**config.mk**
```make
export PLATFORM = sky130hd
export DESIGN_NAME = scan_seq8
export DESIGN_NICKNAME = d
export VERILOG_FILES = /design/src/rtl/scan_pkg.sv /design/src/rtl/mask_next8.sv /design/src/rtl/scan_seq8.sv
export SDC_FILE = /design/constraint.sdc
export NUM_CORES = 1
export LEC_CHECK = 0
export CORE_ASPECT_RATIO = 1.25
export CORE_MARGIN = 1
export CORE_UTILIZATION = 42
export CTS_CLUSTER_SIZE = 10
export DETAILED_ROUTE_END_ITERATION = 8
export PLACE_DENSITY = 0.63
export SKIP_LAST_GASP = 1
export SYNTH_ARGS = -nofsm -noshare
export SYNTH_HDL_FRONTEND = slang
export SYNTH_HIERARCHICAL = 1
export SYNTH_SLANG_ARGS = --single-unit
```
**constraint.sdc**
```tcl
create_clock -name clk -period 3.8 [get_ports clk]
set_input_delay 0.57 -clock clk [delete_from_list [all_inputs] [get_ports clk]]
set_output_delay 0.57 -clock clk [all_outputs]
set_load 0.02 [all_outputs]
```
**src/rtl/scan_pkg.sv**
```systemverilog
// Shared types and sizes for the scan_seq8 index sequencer.
package scan_pkg;

    localparam int unsigned IDX_W = 3;
    localparam int unsigned N_IDX = 8;

    typedef enum logic [1:0] {
        StIdle,
        StActive,
        StBlank
    } state_t;

endpackage

```
**src/rtl/mask_next8.sv**
```systemverilog
// Circular find-next-set-bit over an 8-bit mask, starting just above cur.
// Passing cur=7 yields the lowest set bit.
module mask_next8
    import scan_pkg::*;
(
    input  logic [N_IDX-1:0] mask,
    input  logic [IDX_W-1:0] cur,
    output logic [IDX_W-1:0] nxt,
    output logic             wrapped,
    output logic             none
);

    logic [IDX_W-1:0] idx;
    logic             found;

    always_comb begin
        nxt     = cur;
        wrapped = 1'b0;
        none    = (mask == '0);
        found   = 1'b0;
        idx     = cur;
        // k=8 lands back on cur itself, so a lone set bit still wraps onto itself.
        for (int k = 1; k <= N_IDX; k++) begin
            idx = cur + IDX_W'(k);
            if (!found && mask[idx]) begin
                found   = 1'b1;
                nxt     = idx;
                wrapped = (idx <= cur);
            end
        end
    end

endmodule

```
**src/rtl/scan_seq8.sv**
```systemverilog
// Index sequencer driving a 3-to-8 decoder: ascending masked sweep with
// programmable dwell, optional blanking, single or continuous laps.
module scan_seq8
    import scan_pkg::*;
#(
    parameter int unsigned DWELL_W   = 8,
    parameter int unsigned BLANK_CYC = 1
) (
    input  logic               clk,
    input  logic               rst,
    input  logic               start,
    input  logic               stop,
    input  logic               mode,
    input  logic [DWELL_W-1:0] dwell,
    input  logic [N_IDX-1:0]   mask,
    output logic [IDX_W-1:0]   sel,
    output logic               en,
    output logic               busy,
    output logic               done,
    output logic               wrap
);

    localparam int unsigned BW = (BLANK_CYC > 1) ? $clog2(BLANK_CYC) : 1;

    state_t             state_q, state_d;
    logic [IDX_W-1:0]   sel_q, sel_d;
    logic [IDX_W-1:0]   nxt_q, nxt_d;
    logic [DWELL_W-1:0] cnt_q, cnt_d;
    logic [BW-1:0]      blank_q, blank_d;
    logic               mode_q, mode_d;
    logic               wrap_pend_q, wrap_pend_d;
    logic               en_q, busy_q, done_q, wrap_q;
    logic               done_d, wrap_d;

    logic [IDX_W-1:0]   search_cur;
    logic [IDX_W-1:0]   found_idx;
    logic               found_wrapped;
    logic               found_none;

    // In IDLE the search starts above index 7, giving the lowest set bit.
    assign search_cur = (state_q == StIdle) ? IDX_W'(N_IDX - 1) : sel_q;

    mask_next8 u_next (
        .mask    (mask),
        .cur     (search_cur),
        .nxt     (found_idx),
        .wrapped (found_wrapped),
        .none    (found_none)
    );

    always_comb begin
        state_d     = state_q;
        sel_d       = sel_q;
        nxt_d       = nxt_q;
        cnt_d       = cnt_q;
        blank_d     = blank_q;
        mode_d      = mode_q;
        wrap_pend_d = wrap_pend_q;
        done_d      = 1'b0;
        wrap_d      = 1'b0;

        if (stop) begin
            state_d = StIdle;
        end else begin
            case (state_q)
                StIdle: begin
                    if (start) begin
                        if (found_none) begin
                            done_d = 1'b1;
                        end else begin
                            state_d = StActive;
                            sel_d   = found_idx;
                            cnt_d   = dwell;
                            mode_d  = mode;
                        end
                    end
                end
                StActive: begin
                    if (cnt_q != '0) begin
                        cnt_d = cnt_q - DWELL_W'(1);
                    end else if (found_none || (!mode_q && found_wrapped)) begin
                        state_d = StIdle;
                        done_d  = 1'b1;
                    end else if (BLANK_CYC == 0) begin
                        sel_d  = found_idx;
                        cnt_d  = dwell;
                        wrap_d = found_wrapped;
                    end else begin
                        state_d     = StBlank;
                        nxt_d       = found_idx;
                        blank_d     = BW'(BLANK_CYC - 1);
                        wrap_pend_d = found_wrapped;
                    end
                end
                StBlank: begin
                    if (blank_q == '0) begin
                        state_d = StActive;
                        sel_d   = nxt_q;
                        cnt_d   = dwell;
                        wrap_d  = wrap_pend_q;
                    end else begin
                        blank_d = blank_q - BW'(1);
                    end
                end
                default: state_d = StIdle;
            endcase
        end
    end

    always_ff @(posedge clk) begin
        if (rst) begin
            state_q     <= StIdle;
            sel_q       <= '0;
            nxt_q       <= '0;
            cnt_q       <= '0;
            blank_q     <= '0;
            mode_q      <= 1'b0;
            wrap_pend_q <= 1'b0;
            en_q        <= 1'b0;
            busy_q      <= 1'b0;
            done_q      <= 1'b0;
            wrap_q      <= 1'b0;
        end else begin
            state_q     <= state_d;
            sel_q       <= sel_d;
            nxt_q       <= nxt_d;
            cnt_q       <= cnt_d;
            blank_q     <= blank_d;
            mode_q      <= mode_d;
            wrap_pend_q <= wrap_pend_d;
            en_q        <= (state_d == StActive);
            busy_q      <= (state_d != StIdle);
            done_q      <= done_d;
            wrap_q      <= wrap_d;
        end
    end

    assign sel  = sel_q;
    assign en   = en_q;
    assign busy = busy_q;
    assign done = done_q;
    assign wrap = wrap_q;

endmodule

```
==> summary.md <==
| Metric | Value |
|---|---|
| Final Wtd Congestion | 0.9581 |
| Yosys Warn Count | 6 |
| Cell Rows | 30 |
| Mapped Nets | 316 |
| Area leader, netlist | dfxtp_1 |
| Layout Skew | 5.097 ps |
| CP Max Fanout | 6 |
| WL final | 6.429 mm |
| Max Fclk | 275.0 MHz |
| TritonCTS clock tree | built |
| Syn Std Cell Area | 2461 µm² |
| Post-CTS setup buffer count | 0 |
| Worst hold path depth | 2 |
| Worst r2r src | state_q[0] |
| Initial antenna violation count | 0 |
| DRC | 2 |
| WS Path Type | flop to flop |
| Power consumption | 0.9250 mW |
| Clock Sinks | 22 |
| H-tree depth | 1 |
| Post-synth top area share | 17.90% |
| Reg clk slew, reported paths | 90 ps |
| Final #Nets | 350 |
| Largest net degree at the start of global routing | 24 |
| Setup ws final | 163.2 ps |
| Seq/Total Area, Yosys | 17.90% |
| DRT antenna net count | 0 |
| Routed len/inst | 16.79 µm |
| Largest cells by area after synthesis | dfxtp_1 18%, mux4_2 9.2%, mux2i_1 8.1% |
| First-pass GRT wire length | 10.58 mm |
| Final Setup Violations | 0 |
| Slew HR | 39.72% |
| Pre-CTS setup slack | 87.10 ps |
| Overall die height | 87.59 µm |
| Leak Pwr | 1.118 nW |
| Post-synth cell types | 71 |
| Min cycle time layout | 3637 ps |
| Die X-Extent | 70.47 µm |
| Share of cells above drive strength 1 | 20.38% |
| Worst slew pin tran | 901.3 ps |
| Asr flop ratio synth | 0% |
| Post-synth EDFFs | 0 |
| Number of global-route vias before repair | 2,266 |
| Total of max-cap violations | 0 |
| HP Start | cnt_q[7] |
| Area grow syn2layout | 20.44% |
| Core area | 5555 µm² |
| CP startpoint kind | flop |
| Max Slew Vio Count | 0 |
| Worst-case clock buffer depth | 2 |
| Status | finished, violations left |
| CP startpoint | state_q[0] |
| GRT Total Usage | 21.48% |
| Num CTS Buffers | 3 |
| Io pins | 28 |
| DR pass1 iterations | 6 |
| Worst R2R End | nxt_q[0] |
| Grt ovf | 0 |
| Post-Synthesis Cells | 286 |
| Hold Fails Final Rpt | 0 |
| HP Class | flop to flop |
| Setup_tns | 0 ps |
| Skew-Pair Late Insertion Delay | 270 ps |
| #FFs+latches synth | 22 |
| Violated checks | DRC |
| Hold EP | cnt_q[7] |
| Initial DRC count | 153 |
| Type of element capturing the critical path | flop |
| DP Wirelength | 4.923 mm |
| Required time of the critical path | 3920 ps |
| Die Area | 6172 µm² |
| Syn_area_per_cell | 8.605 µm² |
| Buffers added on ports | 27 |
| Root Driver | clkbuf_8 |
| Period utilization | 95.71% |
| DR vias | 2,400 |
| WP data arrival | 3760 ps |
| Initial core utilization | 44.30% |
| Via/cell ratio | 6.266 |
| Maximum vdd ir drop | 0.1783 mV |
| R2r setup slk | 160 ps |
| PwrDens | 312.1 nW/µm² |
| Ys flop type | dfxtp_1 |
| Antenna diode count | 0 |
| Worst Reg-to-Reg Cells | 14 |
cell families after synthesis:
logic type	Yosys count	share of synthesized area, %
AO/OA/AOI/OAI	92	27.56
multiplexers	37	22.17
AND/OR/NAND/NOR	92	20.29
buffers and inverters	30	5.795
adder cells (fa/ha/maj)	9	4.576
XOR/XNOR	4	1.729
flip-flops	22	17.90
routing by layer:
metal	routed length (µm)	track usage, %	part of all wire (%)
met5	0	0	0
met3	235	2.647	3.7
met4	116	5.937	1.8
met2	3230	38.39	50
met1	2846	27.36	44
critical path, cell delays in order (launching register included):
cell	delay, ps
dfxtp_1	370
nor2_2	70
or2_2	290
inv_2	80
ha_2	320
buf_4	190
mux4_2	360
mux2_4	340
or3_4	390
nand2_1	90
a41oi_1	170
nor2b_4	180
or4_4	440
o21ai_1	130
a21oi_1	70
sequential cells by signal (all words and copies together) (netlist names):
signal and count:
wrap 1, busy 1, wrap_pend_q 1, state_q 2, sel 3, done 1
en 1, nxt_q 3, cnt_q 8, mode_q 1
synth_stat cells, types with 3 or more instances:
cell / n
a21o_1: 3
o32ai_1: 5
a211oi_1: 5
ha_1: 9
nand3_1: 9
nor3_1: 7
dfxtp_1: 22
buf_6: 3
nor2_1: 22
mux2i_1: 20
nand2b_1: 7
mux2_4: 3
o31ai_1: 3
and3_1: 3
a31oi_1: 6
buf_2: 6
or2_2: 3
or4_1: 3
a21oi_1: 24
clkbuf_1: 7
mux4_2: 10
o21ai_1: 7
inv_1: 12
o21ai_0: 7
nand2_1: 18
nor2b_1: 3
or3_4: 3
worst max path at each step:
stage          endpoint  slack [ps]  cells after the start
4_1_cts            done          90                     14
6_report       nxt_q[0]         160                     14
3_5_place_dp       done          90                     10
3_3_place_gp       done          70                     10
5_1_grt        nxt_q[1]          -3                     15
2_1_floorplan  nxt_q[0]         0.8                     17
stage by stage:
stage	cells	util [%]	hold WS, ps	area, µm²
after floorplan	286	-	432.5	2487
after global placement	379	51.71	450.6	2873
after detailed placement	379	51.71	450.6	2873
after CTS	383	53.00	463.4	2944
after global routing	383	53.36	482.2	2964
final	383	53.36	462.9	2964
report_power, final:
part / internal, mW / switching [mW]
combinational: 0.204 / 0.243
sequential: 0.243 / 0.00998
clock: 0.141 / 0.0838
total: 0.588 / 0.337
cell usage in the layout (no fill, tap or decap), types with 3 or more instances in the layout:
cell type,synthesis,layout
clkdlybuf4s50_1,0,27
nor2_1,22,21
mux2i_1,20,19
mux4_2,10,10
nand3_1,9,9
nand2_1,18,18
a211oi_1,5,5
clkbuf_8,0,3
or3_4,3,3
nor3_1,7,7
o21ai_1,7,7
dfxtp_1,22,22
ha_1,9,7
inv_1,12,9
mux2_4,3,3
buf_4,0,19
and3_1,3,3
a31oi_1,6,6
a21oi_1,24,24
a21o_1,3,3
or2_2,3,3
o32ai_1,5,5
nand2b_1,7,7
o21ai_0,7,7
o31ai_1,3,3
cell type report:
class                           instances  area, µm²
Multi-Input combinational cell        234       1907
Inverter                               13      52.55
Tap cell                               64      80.08
Timing Repair Buffer                   46      412.9
Clock buffer                            3      41.29
Sequential cell                        22      440.4
Fill cell                             533       2591
Clock inverter                          1      30.03
what timing repair did:
item                                    in CTS  in global routing
endpoints found under the setup margin       0                  7
hold buffers                                 0                  0
resized for setup                            0                  6
Note: power is estimated with default switching activity, not from simulation.
